$ cat src/rtl/intersection_controller.sv
// rtl/intersection_controller.sv - two-road traffic light scheduler with pedestrian phase
//
// Purpose : Moore state machine sequencing main-road (NS), side-road (EW) and
//           pedestrian lamps from one shared phase counter clocked by `tick`.
//           Conflicting greens are always separated by an all-red phase.
// Ports   : clock, reset (sync, active-high), tick (timebase strobe),
//           car_ew (side-road sensor), ped_req (walk button),
//           flash (only with FLASH_MODE_EN),
//           ns_red/ns_amber/ns_green, ew_red/ew_amber/ew_green, walk,
//           ped_ack (first clock of walk), phase[2:0] (state, debug).
// Option  : FLASH_MODE_EN adds the `flash` input and the FLASH state (7).
module intersection_controller #(
   parameter int GREEN_TICS  = 200,
   parameter int AMBER_TICS  = 30,
   parameter int ALLRED_TICS = 4,
   parameter int PED_TICS    = 50,
   parameter int CNT_W       = 16
) (
   input  logic       clock,
   input  logic       reset,
   input  logic       tick,
   input  logic       car_ew,
   input  logic       ped_req,
`ifdef FLASH_MODE_EN
   input  logic       flash,
`endif
   output logic       ns_red,
   output logic       ns_amber,
   output logic       ns_green,
   output logic       ew_red,
   output logic       ew_amber,
   output logic       ew_green,
   output logic       walk,
   output logic       ped_ack,
   output logic [2:0] phase
);

   typedef enum logic [2:0] {
      S_NS_GREEN = 3'd0,
      S_NS_AMBER = 3'd1,
      S_ALLRED_A = 3'd2,
      S_EW_GREEN = 3'd3,
      S_EW_AMBER = 3'd4,
      S_ALLRED_B = 3'd5,
      S_PED_WALK = 3'd6
`ifdef FLASH_MODE_EN
      ,S_FLASH   = 3'd7
`endif
   } state_t;

   // Counter reload value for a phase: a phase lasts exactly N ticks when
   // loaded with N-1 and expiring on the tick that finds the counter at 0.
   function automatic logic [CNT_W-1:0] load_of(input state_t s);
      case (s)
         S_NS_GREEN, S_EW_GREEN: load_of = CNT_W'(GREEN_TICS - 1);
         S_NS_AMBER, S_EW_AMBER: load_of = CNT_W'(AMBER_TICS - 1);
         S_ALLRED_A, S_ALLRED_B: load_of = CNT_W'(ALLRED_TICS - 1);
         S_PED_WALK:             load_of = CNT_W'(PED_TICS - 1);
         default:                load_of = '0;
      endcase
   endfunction

   state_t           state_q, state_d;
   logic [CNT_W-1:0] cnt_q, cnt_d;
   logic             ew_pend_q, ew_pend_d;
   logic             ped_pend_q, ped_pend_d;
   logic             expire;

   logic ns_red_q, ns_amber_q, ns_green_q;
   logic ew_red_q, ew_amber_q, ew_green_q;
   logic walk_q, ped_ack_q;
   logic [2:0] phase_q;

`ifdef FLASH_MODE_EN
   logic flash_amb_q, flash_amb_d;
`endif

   always_comb begin
      state_d    = state_q;
      cnt_d      = cnt_q;
      ew_pend_d  = ew_pend_q | car_ew;
      ped_pend_d = ped_pend_q | ped_req;
      expire     = tick && (cnt_q == '0);
`ifdef FLASH_MODE_EN
      flash_amb_d = flash_amb_q;
`endif

      if (tick && (cnt_q != '0)) begin
         cnt_d = cnt_q - CNT_W'(1);
      end

      // Decisions use the registered pending flags; NS_GREEN with nothing
      // pending simply re-expires on every tick with the counter parked at 0.
      if (expire) begin
         case (state_q)
            S_NS_GREEN: if (ew_pend_q || ped_pend_q) state_d = S_NS_AMBER;
            S_NS_AMBER: state_d = S_ALLRED_A;
            S_ALLRED_A: state_d = ew_pend_q ? S_EW_GREEN : S_PED_WALK;
            S_EW_GREEN: state_d = S_EW_AMBER;
            S_EW_AMBER: state_d = S_ALLRED_B;
            S_ALLRED_B: state_d = ped_pend_q ? S_PED_WALK : S_NS_GREEN;
            S_PED_WALK: state_d = S_NS_GREEN;
            default:    state_d = state_q;
         endcase
      end

`ifdef FLASH_MODE_EN
      if (flash) begin
         state_d = S_FLASH;
         // Ambers start lit on entry, then toggle on each tick while flashing.
         if (state_q != S_FLASH) begin
            flash_amb_d = 1'b1;
         end else if (tick) begin
            flash_amb_d = ~flash_amb_q;
         end
      end else if (state_q == S_FLASH) begin
         state_d = S_ALLRED_B;
      end
`endif

      if (state_d != state_q) begin
         cnt_d = load_of(state_d);
      end

      // Granting a phase absorbs any request arriving on the same clock.
      if ((state_d == S_EW_GREEN) && (state_q != S_EW_GREEN)) begin
         ew_pend_d = 1'b0;
      end
      if ((state_d == S_PED_WALK) && (state_q != S_PED_WALK)) begin
         ped_pend_d = 1'b0;
      end
   end

   // Single sequential block: state, counter, flags and registered lamp
   // decode of the next state (so lamps always match the state register).
   always_ff @(posedge clock) begin
      if (reset) begin
         state_q    <= S_ALLRED_B;
         cnt_q      <= load_of(S_ALLRED_B);
         ew_pend_q  <= 1'b0;
         ped_pend_q <= 1'b0;
         ns_red_q   <= 1'b1;
         ns_amber_q <= 1'b0;
         ns_green_q <= 1'b0;
         ew_red_q   <= 1'b1;
         ew_amber_q <= 1'b0;
         ew_green_q <= 1'b0;
         walk_q     <= 1'b0;
         ped_ack_q  <= 1'b0;
         phase_q    <= 3'd5;
`ifdef FLASH_MODE_EN
         flash_amb_q <= 1'b0;
`endif
      end else begin
         state_q    <= state_d;
         cnt_q      <= cnt_d;
         ew_pend_q  <= ew_pend_d;
         ped_pend_q <= ped_pend_d;
         ns_green_q <= (state_d == S_NS_GREEN);
         ew_green_q <= (state_d == S_EW_GREEN);
         walk_q     <= (state_d == S_PED_WALK);
         ped_ack_q  <= (state_d == S_PED_WALK) && (state_q != S_PED_WALK);
         phase_q    <= state_d;
`ifdef FLASH_MODE_EN
         flash_amb_q <= flash_amb_d;
         ns_amber_q  <= (state_d == S_NS_AMBER) || ((state_d == S_FLASH) && flash_amb_d);
         ew_amber_q  <= (state_d == S_EW_AMBER) || ((state_d == S_FLASH) && flash_amb_d);
         ns_red_q    <= !((state_d == S_NS_GREEN) || (state_d == S_NS_AMBER) || (state_d == S_FLASH));
         ew_red_q    <= !((state_d == S_EW_GREEN) || (state_d == S_EW_AMBER) || (state_d == S_FLASH));
`else
         ns_amber_q  <= (state_d == S_NS_AMBER);
         ew_amber_q  <= (state_d == S_EW_AMBER);
         ns_red_q    <= !((state_d == S_NS_GREEN) || (state_d == S_NS_AMBER));
         ew_red_q    <= !((state_d == S_EW_GREEN) || (state_d == S_EW_AMBER));
`endif
      end
   end

   assign ns_red   = ns_red_q;
   assign ns_amber = ns_amber_q;
   assign ns_green = ns_green_q;
   assign ew_red   = ew_red_q;
   assign ew_amber = ew_amber_q;
   assign ew_green = ew_green_q;
   assign walk     = walk_q;
   assign ped_ack  = ped_ack_q;
   assign phase    = phase_q;

endmodule

$ cat config.mk
export PLATFORM = sky130hd
export DESIGN_NAME = intersection_controller
export DESIGN_NICKNAME = d
export VERILOG_FILES = /design/src/rtl/intersection_controller.sv
export SDC_FILE = /design/constraint.sdc
export NUM_CORES = 1
export LEC_CHECK = 0
export BUFFER_PORTS_ARGS = -buffer_cell sky130_fd_sc_hd__buf_2
export CAP_MARGIN = 15
export CORE_ASPECT_RATIO = 0.7
export CORE_MARGIN = 4
export CORE_UTILIZATION = 30
export CTS_CLUSTER_DIAMETER = 150
export CTS_CLUSTER_SIZE = 14
export DETAILED_ROUTE_END_ITERATION = 8
export GPL_TIMING_DRIVEN = 0
export MAX_ROUTING_LAYER = met4
export PLACE_DENSITY = 0.6
export SLEW_MARGIN = 25
export SYNTH_ARGS = -nofsm -noshare
export SYNTH_HDL_FRONTEND = slang
export SYNTH_SLANG_ARGS = --single-unit
$ cat constraint.sdc
create_clock -name clock -period 2 [get_ports clock]
set_clock_uncertainty 0.05 [all_clocks]
set_input_delay 0.1 -clock clock [delete_from_list [all_inputs] [get_ports clock]]
set_output_delay 0.1 -clock clock [all_outputs]
set_load 0.01 [all_outputs]
==> reports/qor.txt <==
Yosys reg bits - 29
R2R Setup Slk - -0.20 ns
Clock edge transition at the registers on the reported setup and hold paths - 0.06 ns
Starting Density - 31.6%
Final ANT Viol Nets - 0
Port-buffer cells - 15
Layout area overhead - 46.7%
Final cell count without fillers - 334
Grt total ovfl - 0
R2R cell count - 9
Post-place setup slack - -0.272 ns
Reg-to-Reg Start - cnt_q[0]
Max-cap viol count - 0
Slew margin rel. - 49.2%
CTS max path bufs - 2
Drt wl/cell - 15.5 µm
Setup Crit Path Kind - flop to flop
Main synth FF type - dfxtp_1
First-pass DRT Iterations - 4
Largest net degree at the start of global routing - 11
First-pass GRT wire length - 7.96 mm
CTS tree - yes
Filler cells - 520
Vias - 1783
EDFF count, synth - 0
Hold Crit Depth - 3
Mux share of post-synthesis cell area - 0.593%
Unrepaired setup endpoints after global routing - yes
Min Tclk post-route - 2.20 ns
CP endpoint kind - flop
Critical Path Start Type - flop
Synth Instances - 209
Final Max Tran Viols - 0
Worst R2R End - cnt_q[14]
Max reg flops - 16
Core ar. - 0.00534 mm²
CP Data Required Time - 2.18 ns
FFs w/ async S/R, synth - 0%
Syn Nets - 216
Hold Path End - ped_pend_q
Most frequent cells in the layout - 26 x buf_4, 22 x dfxtp_1, 21 x nor2_1
1st-iter DRT viols - 126
Final hold vios - 0
# diodes - 0
Simple-gate portion of the synthesized area - 35.7%
Final count of negative-setup-slack endpoints - 20
Core Rows - 22
Sink Count - 29
Adder-cell area share of the yosys netlist - 1.48%
Routability cong. - 0.891
Failing checks - negative setup slack
CP arrival - 2.37 ns
Mean post-synth cell area - 8.08 µm²
Max frequency - 455 MHz
Netlist cell types - 49
Crit-path max FO - 4
Post-route DRC - 0
Num CTS Buffers - 5
Leak - 0.940 nW
Worst VDD drop - 0.000225 V
Die area - 0.00691 mm²
P per Cell Area - 583 mW/mm²
Most flop-heavy register - cnt_q
Die Span Y - 70.8 µm
Worst hold path type - input port to flop
Die W - 97.7 µm
Layout Utilization - 46.4%
Largest family of logic cells by synthesized area - simple AND/OR/NAND/NOR gates
XOR/XNOR share of the synthesized area - 3.63%
Outcome - finished with violations
Wirelength, routed - 5.18 mm
DP HPWL - 3.24 mm
Setup TNS - -2.17 ns
Fin nets - 269
Share of cells above drive strength 1 - 43.1%
Antenna violations before repair - 0
Gr usage total - 14.9%
Root Buffer - clkbuf_8
Synth Area in Compound Gates - 20.4%
Dpl cells - 296
Hold_buf cts - 0
Vias in the first global route - 1610
Synthesized area - 0.00169 mm²
Worst-skew pair later-pin latency - 0.28 ns
Most common cell after layout, fill and taps aside - buf_4
I/O pins - 16
Register area share after synthesis - 34.4%
Setup WS post-layout - -0.198 ns
HP Start - ped_req
# H-tree levels - 2
Worst slew pin tran - 0.763 ns
Ys Warns - 0
Period utilization - 110%
Via density - 5.34
==> per-stage QoR <==
stage               area [µm²]  power (W)  hold slack (ns)
floorplan                 1700   0.000795            0.149
finish                    2480    0.00145           0.0506
global route              2480    0.00151           0.0467
global placement          1870   0.000847            0.310
detailed placement        1870   0.000848            0.334
CTS                       2230    0.00139           0.0414
==> cells by family after synthesis <==
family,count (synthesis)
AO/OA/AOI/OAI,51
AND/OR/NAND/NOR,104
adder cells (fa/ha/maj),2
buffers and inverters,15
multiplexers,1
flip-flops,29
XOR/XNOR,7
==> routing by layer <==
layer | up-vias | track usage (%) | part of all wire (%)
met2 | 53 | 20.5 | 44
met3 | 5 | 3.55 | 6.1
li1 | 874 | - | -
met5 | - | - | 0
met1 | 851 | 21.1 | 49
met4 | 0 | 5.53 | 1.4
==> critical path, cell delays in order, from the launching register on <==
cell and delay [ns]:
dfxtp_2 0.33, inv_2 0.07, ha_4 0.13, or4b_4 0.48, buf_6 0.15, nor4_4 0.40, buf_4 0.19, nor3_4 0.04
a211o_1 0.25, nand2_1 0.05
==> synthesized netlist by cell type, drive strengths merged (6+ instances only) <==
cell type | instances | area share, %
nand2 | 15 | 3.3
nor3 | 11 | 3.6
a21oi | 18 | 5.3
nor2 | 23 | 5.1
dfxtp | 29 | 34
inv | 6 | 1.3
nand3 | 9 | 2.7
clkbuf | 7 | 1.6
o21ai | 9 | 2.7
or3 | 7 | 2.9
nand4 | 7 | 2.6
nor4 | 6 | 4.0
==> power breakdown <==
part           switching (W)  internal [W]
Clock               0.000211      0.000272
Combinational       0.000176      0.000158
Sequential         0.0000271      0.000601
Total               0.000414       0.00103
==> what timing repair did <==
action,CTS,global route
setup endpoints to repair,19,22
gates resized for setup,34,37
buffers inserted,20,11
pin swaps,15,16
==> area by class of cell <==
type / instances / area, µm² / area share (%)
multi-input cells: 165 / 1310 / 52.8
clock buffers: 7 / 86.3 / 3.48
flip-flops and latches: 29 / 594 / 24.0
well taps: 72 / 90.1 / 3.64
inverters: 6 / 22.5 / 0.909
plain buffers: 9 / 46.3 / 1.87
repair buffers: 46 / 330 / 13.3
==> worst max-delay path by stage <==
| stage | from | to | slack (ns) |
|---|---|---|---|
| 6_report | cnt_q[0] | cnt_q[14] | -0.20 |
| 5_1_grt | cnt_q[1] | cnt_q[14] | -0.27 |
| 4_1_cts | cnt_q[0] | cnt_q[5] | -0.12 |
| 3_5_place_dp | cnt_q[12] | cnt_q[2] | -0.27 |
| 3_3_place_gp | cnt_q[9] | cnt_q[4] | -0.23 |
| 2_1_floorplan | cnt_q[9] | cnt_q[5] | -0.06 |
Power figures use the tool's default switching activity.
